$ cat src/rtl/i2c_cfg_sequencer_pkg.sv
// Shared definitions for the I2C configuration sequencer: state encoding,
// table geometry and default run parameters.
package i2c_cfg_sequencer_pkg;

    localparam int ADDR_W          = 4;
    localparam int DATA_W          = 24;

    localparam int DEF_NUM_WORDS   = 12;
    localparam int DEF_MAX_RETRY   = 3;
    localparam int DEF_GAP_CYCLES  = 4;
    localparam int DEF_TIMEOUT     = 255;

    typedef enum logic [2:0] {
        S_IDLE,
        S_LOAD,
        S_PREP,
        S_GO,
        S_CHECK,
        S_GAP,
        S_DONE,
        S_FAIL
    } state_t;

endpackage

$ cat src/rtl/i2c_cfg_rom.sv
// Combinational 16x24 configuration table: {slave addr, sub-addr, data}.
module i2c_cfg_rom
    import i2c_cfg_sequencer_pkg::*;
(
    input  logic [ADDR_W-1:0] addr,
    output logic [DATA_W-1:0] data
);

    // NOTE: default assignment first so every path drives data and no latch is inferred.
    always_comb begin
        data = '0;
        case (addr)
            4'd0:    data = 24'h42_12_80;
            4'd1:    data = 24'h42_11_01;
            4'd2:    data = 24'h42_0C_04;
            4'd3:    data = 24'h42_3E_19;
            4'd4:    data = 24'h42_70_3A;
            4'd5:    data = 24'h42_71_35;
            4'd6:    data = 24'h42_72_11;
            4'd7:    data = 24'h42_73_F1;
            4'd8:    data = 24'h42_A2_02;
            4'd9:    data = 24'h42_40_D0;
            4'd10:   data = 24'h42_8C_00;
            4'd11:   data = 24'h42_3A_04;
            default: data = '0;
        endcase
    end

endmodule

$ cat src/rtl/i2c_cfg_sequencer.sv
// Walks the configuration table, handing one word per transfer to the I2C
// programmer, with per-word NACK retry and a GO-phase timeout.
module i2c_cfg_sequencer
    import i2c_cfg_sequencer_pkg::*;
#(
    parameter int NUM_WORDS  = DEF_NUM_WORDS,
    parameter int MAX_RETRY  = DEF_MAX_RETRY,
    parameter int GAP_CYCLES = DEF_GAP_CYCLES,
    parameter int TIMEOUT    = DEF_TIMEOUT
) (
    input  logic              i2c_clk,
    input  logic              RESET,
    input  logic              start,
    input  logic              mend,
    input  logic              mack,
    output logic              mgo,
    output logic [DATA_W-1:0] i2c_data,
    output logic [ADDR_W-1:0] mstep,
    output logic              busy,
    output logic              done,
    output logic              error,
    output logic [ADDR_W-1:0] fail_index
);

    localparam int CNT_W = 16;
    localparam int RTY_W = 8;

    state_t            state, state_next;
    logic [CNT_W-1:0]  cnt;
    logic [CNT_W-1:0]  tcnt;
    logic [RTY_W-1:0]  retry_cnt;
    logic              armed;
    logic              timed_out;
    logic              nack;
    logic              last_word;
    logic              go_end;
    logic              go_expire;
    logic [DATA_W-1:0] rom_data;

    i2c_cfg_rom u_rom (
        .addr (mstep),
        .data (rom_data)
    );

    // A timeout is handled exactly like a NACK from the slave.
    assign nack      = mack | timed_out;
    assign last_word = (mstep == ADDR_W'(NUM_WORDS - 1));
    assign go_end    = armed & mend;
    assign go_expire = (tcnt == CNT_W'(TIMEOUT - 1));

    always_ff @(posedge i2c_clk or negedge RESET) begin
        if (!RESET) state <= S_IDLE;
        else        state <= state_next;
    end

    always_comb begin
        state_next = state;
        case (state)
            S_IDLE, S_DONE, S_FAIL: if (start) state_next = S_LOAD;
            S_LOAD:  state_next = S_PREP;
            S_PREP:  if (cnt == CNT_W'(1)) state_next = S_GO;
            S_GO:    if (go_end || go_expire) state_next = S_CHECK;
            S_CHECK: begin
                if (!nack)                               state_next = last_word ? S_DONE : S_GAP;
                else if (retry_cnt == RTY_W'(MAX_RETRY)) state_next = S_FAIL;
                else                                     state_next = S_GAP;
            end
            S_GAP:   if (cnt == CNT_W'(GAP_CYCLES - 1)) state_next = S_LOAD;
            default: state_next = S_IDLE;
        endcase
    end

    always_comb begin
        mgo   = (state == S_GO);
        busy  = !(state == S_IDLE || state == S_DONE || state == S_FAIL);
        done  = (state == S_DONE);
        error = (state == S_FAIL);
    end

    // NOTE: all state below is sequential, so only non-blocking assignments are used.
    always_ff @(posedge i2c_clk or negedge RESET) begin
        if (!RESET) begin
            i2c_data   <= '0;
            mstep      <= '0;
            fail_index <= '0;
            cnt        <= '0;
            tcnt       <= '0;
            retry_cnt  <= '0;
            armed      <= 1'b0;
            timed_out  <= 1'b0;
        end else begin
            case (state)
                S_IDLE, S_DONE, S_FAIL: begin
                    if (start) begin
                        mstep     <= '0;
                        retry_cnt <= '0;
                    end
                end
                S_LOAD: begin
                    i2c_data <= rom_data;
                    cnt      <= '0;
                end
                S_PREP: begin
                    cnt       <= cnt + CNT_W'(1);
                    tcnt      <= '0;
                    armed     <= 1'b0;
                    timed_out <= 1'b0;
                end
                S_GO: begin
                    if (!mend) armed <= 1'b1;
                    tcnt      <= tcnt + CNT_W'(1);
                    timed_out <= go_expire & ~go_end;
                end
                S_CHECK: begin
                    cnt <= '0;
                    if (!nack) begin
                        retry_cnt <= '0;
                        if (!last_word) mstep <= mstep + ADDR_W'(1);
                    end else if (retry_cnt != RTY_W'(MAX_RETRY)) begin
                        retry_cnt <= retry_cnt + RTY_W'(1);
                    end else begin
                        fail_index <= mstep;
                    end
                end
                S_GAP:   cnt <= cnt + CNT_W'(1);
                default: ;
            endcase
        end
    end

endmodule
$ cat config.mk
export PLATFORM = sky130hd
export DESIGN_NAME = i2c_cfg_sequencer
export DESIGN_NICKNAME = d
export VERILOG_FILES = /design/src/rtl/i2c_cfg_sequencer_pkg.sv /design/src/rtl/i2c_cfg_rom.sv /design/src/rtl/i2c_cfg_sequencer.sv
export SDC_FILE = /design/constraint.sdc
export NUM_CORES = 1
export LEC_CHECK = 0
export BUFFER_PORTS_ARGS = -buffer_cell sky130_fd_sc_hd__buf_2
export CAP_MARGIN = 10
export CORE_MARGIN = 1
export CORE_UTILIZATION = 59
export DETAILED_ROUTE_END_ITERATION = 8
export GPL_TIMING_DRIVEN = 1
export PLACE_DENSITY = 0.78
export SLEW_MARGIN = 0
export SYNTH_ARGS = -nofsm -noshare
export SYNTH_HDL_FRONTEND = slang
export SYNTH_SLANG_ARGS = --single-unit
$ cat constraint.sdc
create_clock -name i2c_clk -period 2.2 [get_ports i2c_clk]
set_input_delay 0.33 -clock i2c_clk [delete_from_list [all_inputs] [get_ports i2c_clk]]
set_output_delay 0.33 -clock i2c_clk [all_outputs]
set_load 0.02 [all_outputs]
**Word-level counts from Yosys, hierarchy flattened**

Memory sizes are Yosys's and may differ from the RTL's. A register that Yosys moved wholly into a read port is not among the register bits.
Cells that the tools add are included.

- Register bits: 77
- Bits in read-only memories: 288
- Input bits: 5
- Output and inout port bits: 36
- Memories kept: 1

Memory list:

| memory | depth | bits a word | read ports | clocked after Yosys merged registers in | write ports | RTL line | RTL |
|---|---|---|---|---|---|---|---|
| (name not given) | 16 | 18 | 1 | 1 | 0 | i2c_cfg_rom.sv:12 | `case (addr)` |

- Add/sub/neg operators: 4
- Equality and inequality tests: 21
- Muxes and demuxes: 21
- Bitwise logic cells: 5
- Reductions and logical operators: 17

Operators with widths:

| cell | count |
|---|---|
| $pmux 16 s2 | 2 |
| $add 16x1->16 const B | 2 |
| $mux 8 | 3 |
| $pmux 3 s6 | 1 |
| $eq 16x1->1 const B | 1 |
| $eq 16x2->1 const B | 1 |
| $eq 16x8->1 const B | 1 |
| $pmux 8 s2 | 1 |
| $eq 3x3->1 const B | 4 |
| $mux 3 | 4 |
| $mux 4 | 3 |
| $ne 2x2->1 const B | 6 |
| $add 8x1->8 const B | 1 |
| $eq 8x2->1 const B | 1 |
| $ne 8x2->1 const B | 1 |
| $pmux 4 s2 | 1 |
| $reduce_and 4->1 | 2 |
| $eq 3x2->1 const B | 2 |
| $mux 2 | 3 |
| $reduce_and 3->1 | 2 |
| $reduce_bool 2->1 | 3 |
| $add 4x1->4 const B | 1 |
| $eq 4x4->1 const B | 1 |
| $pmux 1 s2 | 2 |
| 13 further kinds | 19 |

**Depth between registers and ports, before layout**

Gate-level depths: netlist (run 1).

- Depth after elaboration: 4
- Gate-level depth with buffers: 8
- Gate-level depth less buffers: 7

**Modules after synthesis**

From an unflattened synthesis (run 1), not the netlist that was laid out.

- Cell total of the unflattened synthesis: 444
- Area, all modules: 4,399.2 µm²

By module, submodules not included:

| module | times used | cells each | area an instance (µm²) |
|---|---|---|---|
| i2c_cfg_sequencer | 1 | 392 | 4,038.9 |
| i2c_cfg_rom | 1 | 52 | 360.3 |

**Least setup slack after synthesis (run 1)**

No wires, ideal clock.

- Path type: register to register
- From: reg tcnt[8]
- To: reg state[1]
- Setup time: 0.125 ns
- Arrival: 1.609 ns
- Data required time: 2.075 ns
- Path slack: 0.466 ns
- Stages on the path, launching flop included: 7
- Buffers on the path: 1
- Clock period less this slack: 1.734 ns
- Path through: dfrtp_1 -> buf_6 -> or4_1 -> nor2_1 -> a21oi_1 -> nand3b_4 -> mux2_4

- Word-level cells in the longest chain between the ends: 4

RTL lines:

| item | RTL line | RTL |
|---|---|---|
| from (decl) | i2c_cfg_sequencer.sv:30 | `logic [CNT_W-1:0] tcnt;` |
| from (signal assigned) | i2c_cfg_sequencer.sv:111 | `tcnt <= tcnt + CNT_W'(1);` |
| $eq 16x8->1 | i2c_cfg_sequencer.sv:49 | `assign go_expire = (tcnt == CNT_W'(TIMEOUT - 1));` |
| $logic_or 1x1->1 | i2c_cfg_sequencer.sv:62 | `S_GO: if (go_end \|\| go_expire) state_next = S_CHECK;` |
| $ne 2x1->1 (no line) | - |  |
| $reduce_and 4->1 (no line) | - |  |
| to (signal assigned) | i2c_cfg_sequencer.sv:53 | `else state <= state_next;` |
| to (decl) | i2c_cfg_sequencer.sv:28 | `state_t state, state_next;` |

Every way passes these cells.
A chain may end at the register's enable or synchronous reset.

**Final worst setup path (run 1)**

- From: reg state[0]
- To: reg cnt[3]

- Word-level cells in the longest chain between the ends: 3

RTL lines:

| item | RTL line | RTL |
|---|---|---|
| $eq 3x3->1 (tied with other cells) | i2c_cfg_sequencer.sv:92 | `case (state)` |
| $reduce_or 2->1 (no line) | - |  |
| $pmux 16 s2 / $reduce_bool 2->1 (equally long branches) | - |  |
| to (signal assigned) | i2c_cfg_sequencer.sv:104 | `cnt <= cnt + CNT_W'(1);` |
| to (signal assigned) | i2c_cfg_sequencer.sv:125 | `S_GAP: cnt <= cnt + CNT_W'(1);` |
| to (decl) | i2c_cfg_sequencer.sv:29 | `logic [CNT_W-1:0] cnt;` |

Several ways; a longest one is shown, not always the timed one.

==> impl_metrics.toml, run 1 <==
[clock_network]
cts-hold-fix-buffers = 0
numClockSinks = 70
clock_latency_ns = 0.34
clkSlewWorstSetupHoldPaths_ns = 0.08
h-tree-depth = 3
post_cts_buffers = 0
root_buffer = "clkbuf_8"
post_cts_resized = 0
cts_tree = "yes"
cts_buffers = 9
clk_path_buf_depth = 2

[cells_and_area]
layout_common_cells = "70 x dfrtp_1, 58 x nand2_1, 55 x o21ai_0"
insertedDiodeCount = 0
drive_gt1_share_pct = 15.7
final_common_cell = "dfrtp_1"
synthToLayoutAreaGrowth_pct = 10.9
stdcell_area_um2 = 4300
fillers = 492
nets = 471

[sta]
rsz0062_at_grt = "no"
slew_viol_final = 0
fmax_ghz = 0.504
fin_crit_sh_pct = 90.1
min_period_ns = 1.98
holdWs_ns = -0.0114
hold_viol = 7
worstMarginPinSlew_ns = 0.639
setup_viol = 0
finalSetupTns_ns = 0
fin_skew_ns = 0.0113
slew_headroom_pct = 57.4

[worst_setup_path]
worstSetupPathType = "reg2reg"
slowest_delay_ns = 0.65
start_kind = "flip-flop"
reg2reg_from = "state[0]$_DFFE_PN0P_"
crit_chain = "or3b_1 -> o21a_1 -> nor2_1 -> o21ai_0 -> o31ai_1"
rrSetupSlack_ns = 0.22
critPathSlowestCell = "dfrtp_1"
rr_worst_depth = 5
crit_fanout = 18
cp_data_required_time_ns = 2.38
critical_path_arrival_ns = 2.17
reg2reg_to = "cnt[3]$_DFFE_PN0P_"
crit_path_end_kind = "flip-flop"

[placement]
gp_congestion = 0.810
hpwl_um = 5430
place_area_um2 = 4070
port_buffers = 34

[route]
route.met3.wl_um = 279
routedWlPerCell_um = 14.7
vias = 3176
routed-wl-met2_um = 3600
drc = 0
ant_nets = 0
vias_per_cell = 5.93
top_layer = "met4"
dr.pass1.iters = 4
wl_met1_um = 3910
drt-initial-drc-count = 166
drt-total-wl_um = 7880

[status]
status = "complete, but fails checks"
violations = "negative hold slack"

[yosys]
ys_ff_latch = 70
yosysUniqueCellTypes = 60
yosysSeqAreaShare_pct = 45.1
yosys_warnings = 0
syn-cell-area_um2 = 3880
synth_edf_count = 0
netlist.top_cell.by_area = "dfrtp_1"
yosysTopAreaCellShare_pct = 45.1
async_reset_ff_share_pct = 100
synth_flop_cell = "dfrtp_1"
syn_avg_cell_area_um2 = 9.14
synth.area.top_cells = "dfrtp_1 45%, o21ai_0 7.1%, nand2_1 5.6%"
synthCells = 425

[power_and_ir_drop]
ir_worst_vdd_mv = 0.941
leakagePower_nw = 2.03
p_per_area_nw_per_um2 = 1120

[grt]
grt_pass1_vias = 2952
grt_max_degree = 71
antenna_found_initial = 0
grt_first_pass_wirelength_um = 13500
gr-total-overflow = 0
gr-usage-all-layers_pct = 24.0

[floorplan]
io_pins = 41
core_area_um2 = 6350
die_w_um = 83.1
dieArea_um2 = 6910
fp.dieH_um = 83.1
num_rows = 29
initial_core_util_pct = 61.1

[job]
cap_viol_max_count = 0

[hold_path]
hold_path_class = "in2async"
==> metrics by stage <==
step	cells	setup slack [ns]	power [mW]	hold slack, ns	utilization, %
floorplan	430	0.466	3.19	0.0344	-
global placement	520	0.300	3.55	0.381	64.0
detailed placement	520	0.221	3.61	0.385	64.0
CTS	536	0.225	4.82	0.0147	67.7
global route	536	0.0518	5.13	0.0397	67.8
finish	536	0.217	4.81	-0.0114	67.8
==> per-layer routing <==
metal | vias up | GRT usage (%)
met5 | - | 0
met4 | 0 | 9.72
met3 | 10 | 3.88
met2 | 70 | 36.9
met1 | 1522 | 34.2
li1 | 1574 | -
==> synthesized netlist by cell type (9+ instances only) <==
master    instances
ha_1             12
clkbuf_1         10
nand2_1          58
nor2_1           30
mux2i_1          15
o31ai_1          10
a21oi_1          11
o21ai_0          55
dfrtp_1          70
buf_4             9
nand4_1          11
nand3_1          19
inv_1            11
==> how the worst max path moves through the flow <==
stage / start / end / cells after the start / slack (ns)
after global routing: state[0]$_DFFE_PN0P_ / cnt[13]$_DFFE_PN0P_ / 5 / 0.05
final: state[0]$_DFFE_PN0P_ / cnt[3]$_DFFE_PN0P_ / 5 / 0.22
after CTS: state[0]$_DFFE_PN0P_ / retry_cnt[4]$_DFFE_PN0P_ / 4 / 0.23
after global placement: state[0]$_DFFE_PN0P_ / cnt[11]$_DFFE_PN0P_ / 5 / 0.30
after detailed placement: state[0]$_DFFE_PN0P_ / retry_cnt[4]$_DFFE_PN0P_ / 4 / 0.22
after floorplan: tcnt[8]$_DFFE_PN0P_ / state[1]$_DFFE_PN0P_ / 6 / 0.47
==> state kept, by name, summed over array words and instances, names as in the netlist <==
| signal | count |
|---|---|
| timed_out | 1 |
| i2c_data | 17 |
| armed | 1 |
| tcnt | 16 |
| state | 3 |
| mstep | 4 |
| cnt | 16 |
| fail_index | 4 |
| retry_cnt | 8 |
==> kinds of logic (layout without fill, tap and decap cells) <==
| kind of cell | after synthesis | after routing | share of synthesized area [%] |
|---|---|---|---|
| adder cells (fa/ha/maj) | 12 | 12 | 3.87 |
| AO/OA/AOI/OAI | 109 | 109 | 17.4 |
| flip-flops | 70 | 70 | 45.1 |
| XOR/XNOR | 5 | 5 | 1.13 |
| buffers and inverters | 44 | 73 | 6.15 |
| other | 1 | 6 | 0.0966 |
| AND/OR/NAND/NOR | 166 | 166 | 21.4 |
| multiplexers | 18 | 18 | 4.83 |
==> cell type report <==
cell class,count,area [um2],area share (%)
clock buffers,11,151,3.52
clock inverters,5,81.3,1.89
inverters,13,48.8,1.13
multi-input cells,316,1920,44.5
flip-flops and latches,70,1750,40.7
well taps,77,96.3,2.24
repair buffers,44,258,5.99
==> where the power goes <==
group          internal [mW]  switching, mW
logic                  0.694           1.17
clock network          0.701          0.490
registers               1.51          0.248
==> worst max-delay path: cells and delay by family (launching register included) <==
kind	cells	cell delay [ns]
AOI/OAI and AO/OA	3	0.82
and+or+nand+nor	2	0.35
DFF	1	0.65
Note: power is estimated with default switching activity, not from simulation.
==> inputs of run 2 (changes only) <==
- CORE_ASPECT_RATIO: default -> 0.75
- PLACE_DENSITY: 0.78 -> 0.8
==> run 2 against run 1 <==
Against the previous run: total power down 0.53%; largest cell class unchanged; critical path type unchanged; utilization up 0.43 points; worst setup slack worse by 0.037 ns; critical endpoint is now retry_cnt[3]$_DFFE_PN0P_; the run now ends clean.
==> impl_metrics.toml, run 2 (same netlist as run 1, synthesis figures left out) <==
[grt]
gr-usage-met1_pct = 39.3
grt_max_degree = 71
grt-busiest-layer = "met2"
grt_pass1_vias = 3008
gr-usage-all-layers_pct = 27.4
gr-total-overflow = 0
use_met2_pct = 40.9
antenna_found_initial = 0
grt_first_pass_wirelength_um = 14400
grt_util_met3_pct = 8.39

[floorplan]
fp.dieH_um = 72.3
die_w_um = 95.7
io_pins = 41
num_rows = 25
initial_core_util_pct = 61.4
core_area_um2 = 6320
dieArea_um2 = 6910

[cells_and_area]
insertedDiodeCount = 0
nets = 473
fillers = 503
drive_gt1_share_pct = 16.1
reg_top3 = "i2c_data x17, cnt x16, tcnt x16"
final_common_cell = "dfrtp_1"
stdcell_area_um2 = 4310
layout_common_cells = "69 x dfrtp_1, 58 x nand2_1, 55 x o21ai_0"
largest_register_ffs = 17
final_util_pct = 68.2
top_register = "i2c_data"
synthToLayoutAreaGrowth_pct = 11.0

[hold_path]
min_to = "mstep[3]$_DFFE_PN0P_"
hp-start = "start"
hold_path_class = "in2reg"
holdPathStages = 2

[clock_network]
clkSlewWorstSetupHoldPaths_ns = 0.08
post_cts_buffers = 0
cts_buffers = 9
clk_path_buf_depth = 2
numClockSinks = 70
clock_latency_ns = 0.36
cts_tree = "yes"
root_buffer = "clkbuf_8"
h-tree-depth = 3

[job]
cap_viol_max_count = 0

[sta]
slew_headroom_pct = 53.3
rsz0062_at_grt = "no"
min_period_ns = 2.02
holdWs_ns = 0.171
hold_viol = 0
fin_crit_sh_pct = 91.8
worstMarginPinSlew_ns = 0.700
fin_skew_ns = 0.00895
fmax_ghz = 0.495
setup_viol = 0
slew_viol_final = 0
finalSetupTns_ns = 0

[worst_setup_path]
reg2reg_from = "state[1]$_DFFE_PN0P_"
rrSetupSlack_ns = 0.18
rr_worst_depth = 4
cp_data_required_time_ns = 2.47
slowest_delay_ns = 0.55
critical_path_arrival_ns = 2.29
crit_chain = "nor3b_2 -> and2_0 -> nand3_1 -> o31ai_1"
crit_fanout = 16
reg2reg_to = "retry_cnt[3]$_DFFE_PN0P_"
crit_path_end_kind = "flip-flop"
worstSetupPathType = "reg2reg"
start_kind = "flip-flop"
critPathSlowestCell = "dfrtp_1"

[power_and_ir_drop]
leakagePower_nw = 2.02
clkPwrFrac_pct = 24.3
ir_worst_vdd_mv = 0.965
switching_share_pct = 40.9
p_per_area_nw_per_um2 = 1110
power_frac_seq_pct = 37.8
combPwrFrac_pct = 37.9
switchingPower_mw = 1.96
p_int_mw = 2.83

[route]
drc = 0
vias_per_cell = 5.96
routedWlPerCell_um = 15.6
vias = 3233
ant_nets = 0
drt-total-wl_um = 8450
drt-initial-drc-count = 235
dr.pass1.iters = 4

[placement]
port_buffers = 34
place_area_um2 = 4080
hpwl_um = 5750
gp_congestion = 0.815

[status]
status = "finished, final reports clean"
[run 2: cell types whose count changed in the layout (fill, tap and decap cells not counted)]
cell	delta
clkbuf_8	-2
buf_4	+1
clkinvlp_4	+1
dfrtp_1	-1
dfrtp_2	+1
dlygate4sd3_1	+1
inv_6	+1
nor3b_2	+1
nor3b_4	-1
[run 2: power groups by stage]
stage / sequential, mW / clock, mW / combinational [mW]
after floorplan: 1.82 / 0 / 1.37
after global placement: 1.80 / 0 / 1.75
after detailed placement: 1.82 / 0 / 1.80
after CTS: 1.80 / 1.19 / 1.82
after global routing: 1.85 / 1.23 / 2.01
final: 1.81 / 1.17 / 1.81
[run 2: final cells by class]
cell class,count,area [um2],area share (%)
Multi-Input combinational cell,316,1910,44.3
Sequential cell,70,1750,40.7
Clock inverter,7,97.6,2.26
Tap cell,81,101,2.35
Clock buffer,9,124,2.87
Timing Repair Buffer,46,275,6.39
Inverter,13,48.8,1.13
[run 2: what timing repair did]
item,CTS,global route
hold buffers,1,0
resized for setup,0,1
endpoints found under the hold margin,22,0
setup endpoints to repair,0,7
[run 2: worst max-delay path by stage]
stage,to,startpoint
global route,cnt[14]$_DFFE_PN0P_,cnt[0]$_DFFE_PN0P_
CTS,retry_cnt[3]$_DFFE_PN0P_,state[2]$_DFFE_PN0P_
detailed placement,retry_cnt[3]$_DFFE_PN0P_,state[2]$_DFFE_PN0P_
floorplan,state[1]$_DFFE_PN0P_,tcnt[8]$_DFFE_PN0P_
finish,retry_cnt[3]$_DFFE_PN0P_,state[1]$_DFFE_PN0P_
global placement,retry_cnt[3]$_DFFE_PN0P_,state[2]$_DFFE_PN0P_
[run 2: per-layer routing]
metal  vias to the layer above  wire, um
li1                       1575         -
met1                      1537      4080
met2                       112      3690
met3                         9       584
met4                         0        92
met5                         -         0
[run 2: worst max-delay path: cells and delay by family, from the launching register on]
family / cells / cell delay [ns]
AOI/OAI and AO/OA: 1 / 0.25
and+or+nand+nor: 3 / 1.14
DFF: 1 / 0.55
[run 2: stage by stage]
stage                     instances  setup WS [ns]  power, mW
after detailed placement        525         0.0988       3.62
after global routing            542         0.0302       5.09
after global placement          525          0.288       3.55
final                           542          0.181       4.78
after CTS                       542         0.0736       4.80
after floorplan                 430          0.466       3.19
